**src/rtl/uart_rx_ctrl.sv**
```systemverilog
`timescale 1ns/1ps
// uart_rx_ctrl: receive-side sequencer for the UART.
// It synchronises the serial line and realigns the external tick generator on
// each start edge. It walks start, 5-8 data bits, optional parity and stop,
// sampling each bit at its centre. It then delivers the character together
// with parity, framing and break status.
module uart_rx_ctrl #(
  parameter int SYNC_STAGES = 2
) (
  input  logic       clk,
  input  logic       rst_n,
  input  logic       en,
  input  logic       rx_in,
  input  logic       rx_tick,
  input  logic       OSM_SEL,
  input  logic [1:0] WLS,
  input  logic       PEN,
  input  logic       EPS,
  input  logic       SP,
  output logic       syn_clr,
  output logic [7:0] rx_data,
  output logic       rx_valid,
  output logic       pe,
  output logic       fe,
  output logic       bi,
  output logic       busy
);

  typedef enum logic [2:0] {
    IDLE,
    START,
    DATA,
    PARITY,
    STOP,
    BRK_WAIT
  } state_t;

  state_t state;

  logic [SYNC_STAGES-1:0] sync_q;
  logic                   rx_s;

  logic [3:0] tcnt;
  logic [2:0] bitidx;
  logic [7:0] data_sr;
  logic       all_zero;
  logic       pe_int;

  // Frame configuration frozen at the start edge
  logic       osm_q;
  logic [1:0] wls_q;
  logic       pen_q;
  logic       eps_q;
  logic       sp_q;

  logic [3:0] osr_last;
  logic [3:0] mid_last;
  logic [2:0] last_bit;
  logic       par_exp;

  assign rx_s     = sync_q[SYNC_STAGES-1];
  assign osr_last = osm_q ? 4'd12 : 4'd15;
  assign mid_last = osm_q ? 4'd5 : 4'd7;
  assign last_bit = {1'b0, wls_q} + 3'd4;
  assign par_exp  = sp_q ? ~eps_q : (eps_q ? ^data_sr : ~(^data_sr));

  // Bring the asynchronous line into the clock domain; idle level is high
  always_ff @(posedge clk or negedge rst_n) begin
    if (!rst_n) begin
      sync_q <= '1;
    end else begin
      sync_q <= {sync_q[SYNC_STAGES-2:0], rx_in};
    end
  end

  // Frame sequencer with registered outputs; counters restart on every sample
  always_ff @(posedge clk or negedge rst_n) begin
    if (!rst_n) begin
      state    <= IDLE;
      syn_clr  <= 1'b0;
      rx_valid <= 1'b0;
      rx_data  <= 8'h00;
      pe       <= 1'b0;
      fe       <= 1'b0;
      bi       <= 1'b0;
      busy     <= 1'b0;
      tcnt     <= 4'd0;
      bitidx   <= 3'd0;
      data_sr  <= 8'h00;
      all_zero <= 1'b0;
      pe_int   <= 1'b0;
      osm_q    <= 1'b0;
      wls_q    <= 2'b00;
      pen_q    <= 1'b0;
      eps_q    <= 1'b0;
      sp_q     <= 1'b0;
    end else begin
      syn_clr  <= 1'b0;
      rx_valid <= 1'b0;
      if (!en) begin
        state  <= IDLE;
        busy   <= 1'b0;
        tcnt   <= 4'd0;
        bitidx <= 3'd0;
      end else begin
        case (state)
          IDLE: begin
            if (!rx_s) begin
              syn_clr  <= 1'b1;
              osm_q    <= OSM_SEL;
              wls_q    <= WLS;
              pen_q    <= PEN;
              eps_q    <= EPS;
              sp_q     <= SP;
              tcnt     <= 4'd0;
              bitidx   <= 3'd0;
              data_sr  <= 8'h00;
              all_zero <= 1'b1;
              pe_int   <= 1'b0;
              busy     <= 1'b1;
              state    <= START;
            end
          end
          START: begin
            if (rx_tick) begin
              if (tcnt == mid_last) begin
                tcnt <= 4'd0;
                if (!rx_s) begin
                  bitidx <= 3'd0;
                  state  <= DATA;
                end else begin
                  busy  <= 1'b0;
                  state <= IDLE;
                end
              end else begin
                tcnt <= tcnt + 4'd1;
              end
            end
          end
          DATA: begin
            if (rx_tick) begin
              if (tcnt == osr_last) begin
                tcnt            <= 4'd0;
                data_sr[bitidx] <= rx_s;
                if (rx_s) begin
                  all_zero <= 1'b0;
                end
                if (bitidx == last_bit) begin
                  state <= pen_q ? PARITY : STOP;
                end else begin
                  bitidx <= bitidx + 3'd1;
                end
              end else begin
                tcnt <= tcnt + 4'd1;
              end
            end
          end
          PARITY: begin
            if (rx_tick) begin
              if (tcnt == osr_last) begin
                tcnt   <= 4'd0;
                pe_int <= (rx_s != par_exp);
                if (rx_s) begin
                  all_zero <= 1'b0;
                end
                state <= STOP;
              end else begin
                tcnt <= tcnt + 4'd1;
              end
            end
          end
          STOP: begin
            if (rx_tick) begin
              if (tcnt == osr_last) begin
                tcnt     <= 4'd0;
                rx_valid <= 1'b1;
                rx_data  <= data_sr;
                pe       <= pe_int;
                fe       <= ~rx_s;
                bi       <= all_zero & ~rx_s;
                if (all_zero && !rx_s) begin
                  state <= BRK_WAIT;
                end else begin
                  busy  <= 1'b0;
                  state <= IDLE;
                end
              end else begin
                tcnt <= tcnt + 4'd1;
              end
            end
          end
          BRK_WAIT: begin
            if (rx_s) begin
              busy  <= 1'b0;
              state <= IDLE;
            end
          end
          default: begin
            busy  <= 1'b0;
            state <= IDLE;
          end
        endcase
      end
    end
  end

endmodule
```
**config.mk**
```make
export PLATFORM = sky130hd
export DESIGN_NAME = uart_rx_ctrl
export DESIGN_NICKNAME = d
export VERILOG_FILES = /design/src/rtl/uart_rx_ctrl.sv
export SDC_FILE = /design/constraint.sdc
export NUM_CORES = 1
export LEC_CHECK = 0
export CORE_MARGIN = 4
export CORE_UTILIZATION = 50
export CTS_CLUSTER_DIAMETER = 30
export CTS_CLUSTER_SIZE = 24
export DETAILED_ROUTE_END_ITERATION = 7
export GPL_TIMING_DRIVEN = 0
export PLACE_DENSITY = 0.75
export SLEW_MARGIN = 40
export SYNTH_ARGS = -nofsm -noshare
export SYNTH_HDL_FRONTEND = slang
export SYNTH_SLANG_ARGS = --single-unit
```
**constraint.sdc**
```tcl
create_clock -name clk -period 1.8 [get_ports clk]
set_input_delay 0.36 -clock clk [delete_from_list [all_inputs] [get_ports clk]]
set_output_delay 0.36 -clock clk [all_outputs]
set_load 0.03 [all_outputs]
```
==> results.yml <==
worst_setup_path:
  critical-path-top-delay-family: "simple AND/OR/NAND/NOR gates"
  cp.buffers_inverters: 2
  crit_path_start_kind: "flop"
  cp_cell_sequence: "or3b_4 -> a21oi_4 -> buf_6 -> nand4_4 -> buf_6 -> mux2_4"
  crit_type: "flop to flop"
  end_kind: "flop"
  crit_fanout: 7
  cp.required_ns: 1.98
  cp_common_cell: "buf_6"
  cpPeakStageDelay_ns: 0.44
  critPathArrivalTime_ns: 2.07
  cpMaxStageDelayCell: "or3b_4"
timing:
  timing.hold.ws_ns: 0.0315
  setup_viol: 26
  finalSetupTns_ns: -1.20
  slew_headroom_pct: 64.9
  period_needed_ns: 1.89
  rsz0062_at_grt: "true"
  fin_skew_ns: 0.00896
  worst_pin_slew_ns: 0.527
  hold_viol: 0
  maxClockFrequency_mhz: 530
  fin_crit_sh_pct: 105
  fin_ws_ns: -0.0877
  drv_slew: 0
yosys:
  yosys_warnings: 0
  synth-edff-count: 0
  synth_seq_area_share_pct: 47.1
  ys_types: 46
  yosys_most_used_dff: "dfrtp_1"
  synthArstFlopShare_pct: 100
  avgSynthCellArea_um2: 9.90
  syn-cell-area_mm2: 0.00224
  synth-seq-cells: 42
  syn-num-nets: 239
  syn_inst: 226
die:
  die_x_um: 74.9
  coreArea_mm2: 0.00435
  die_y_um: 74.9
  initial_core_util_pct: 51.4
  ioPinCount: 25
  rows: 24
  dieArea_mm2: 0.00561
pwr:
  p_leak_nw: 1.30
  powerDensity_mw_per_mm2: 1130
  ir_drop_uv: 822
grt:
  grt_pass1_vias: 1785
  grt_pass1_wl_um: 8140
  antenna_found_initial: 0
  track_usage_pct: 19.0
  grt-ovfl-total: 0
  grt_max_degree: 43
worst_hold_path:
  hold_class: "input pin to asynchronous set/reset pin"
place:
  place_area_mm2: 0.00254
  place_congestion: 0.887
  hpwl_um: 3140
  numPortBuffers: 24
  post-place-ws_ns: -0.606
clocking:
  h-tree-depth: 2
  insertion_delay_ns: 0.30
  cts_made_buffers: 5
  cts_tree: "done"
  clockBufferDepth: 2
  cts.clk_slew.worst_paths_ns: 0.08
  cts.sinks: 42
  root_buffer: "clkbuf_8"
finish:
  final_common_cell: "dfrtp_1"
  final_nets: 286
  antenna_cells: 0
  layout-drive-gt1-share_pct: 29.9
  final_area_mm2: 0.00290
  final_cell_mix: "dfrtp_1, nand2_1, clkdlybuf4s50_1, o21ai_0, buf_4"
  syn2layout_area_growth_pct: 29.6
  fillers: 337
detailed_routing:
  wl_per_cell_um: 15.4
  viasPerCell: 5.70
  dr.pass1.iters: 4
  drc: 0
  vias: 1858
  drtAntennaViolNets: 0
  routed_wl_um: 5010
  initialDrtViolationCount: 117
run:
  max_cap_viol_count: 0
outcome:
  status: "finished with violations"
  violations: "negative setup slack"
final cells by class:
| class | instances | area, µm² | area share [%] |
|---|---|---|---|
| multi-input combinational | 164 | 1200 | 41.3 |
| sequential | 42 | 1060 | 36.4 |
| timing repair buffer | 42 | 387 | 13.3 |
| clock buffer | 6 | 72.6 | 2.50 |
| tap | 52 | 65.1 | 2.24 |
| inverter | 11 | 43.8 | 1.51 |
| buffer | 7 | 41.3 | 1.42 |
| clock inverter | 2 | 37.5 | 1.29 |
cell families (layout without fill, tap and decap cells):
logic type      count (synthesis)  count (layout)  synth area share (%)
fa+ha+maj                       2               2                  1.12
buf+inv                        20              68                  3.86
xor+xnor                       12              12                  4.70
flops                          42              42                  47.1
mux                            15              15                  8.39
compound gates                 58              58                  17.7
simple gates                   77              77                  17.1
final timing paths:
| check | slack (ns) | cells past startpoint | to | from |
|---|---|---|---|---|
| max in group asynchronous | 1.36 | 1 | tcnt[0] | rst_n |
| min in group clk | 0.36 | 0 | sync_q[1] | sync_q[0] |
| worst min-delay path | 0.03 | 1 | rx_valid | rst_n |
| worst min register to register | 0.36 | 0 | sync_q[1] | sync_q[0] |
| worst max register to register | -0.09 | 6 | rx_data[6] | tcnt[0] |
| worst max-delay path | -0.09 | 6 | rx_data[6] | tcnt[0] |
metal layers:
metal  GRT usage, %  vias up  share of wire [%]
met5              0        -                  0
met4           7.71        0                1.8
met3           4.27        8                5.6
met2           31.1       58                 49
met1           24.3      898                 44
li1               -      894                  -
flip-flops by register name, summed over array words and instances, names as in the netlist, 2 cells and up:
signal	cells
data_sr	8
rx_data	8
tcnt	4
bitidx	3
state	3
sync_q	2
wls_q	2
synthesized netlist by cell type (2+ instances only):
cell type,instances,share of area [%]
a21oi_2,2,0.78
o31ai_1,4,1.3
o21ai_2,2,0.78
o22ai_1,2,0.56
xor2_1,4,1.6
xnor2_1,8,3.1
ha_1,2,1.1
inv_1,10,1.7
nor2_1,15,2.5
a32o_1,2,0.89
mux2_2,10,5.0
nand3_1,4,0.89
nor4b_1,2,0.78
nand2_1,36,6.0
a22o_1,6,2.3
a21oi_1,4,0.89
nand4_1,4,1.1
buf_2,3,0.67
dfrtp_1,40,45
o21ai_0,24,5.4
nor2b_1,5,1.4
mux2_4,5,3.4
clkbuf_1,5,0.84
a21o_1,2,0.67
nor3_1,3,0.67
dfstp_2,2,2.3
per-stage QoR:
stage / util [%] / std cells / total power, W
after floorplan: - / 226 / 0.00198
after global placement: 58.4 / 302 / 0.00221
after detailed placement: 58.3 / 302 / 0.00223
after CTS: 64.6 / 325 / 0.00315
after global routing: 66.6 / 326 / 0.00345
final: 66.6 / 326 / 0.00328
where the power goes:
group          switching (W)  internal, W
sequential          0.000116      0.00108
clock               0.000326     0.000414
combinational       0.000774     0.000568
timing repair:
action / 4_1_cts / 5_1_grt
buffers inserted: 17 / 1
hold buffers: 0 / 0
resized for setup: 14 / 31
pin swaps: 10 / 20
endpoints found under the setup margin: 36 / 32
(Power assumes the default switching activity.)
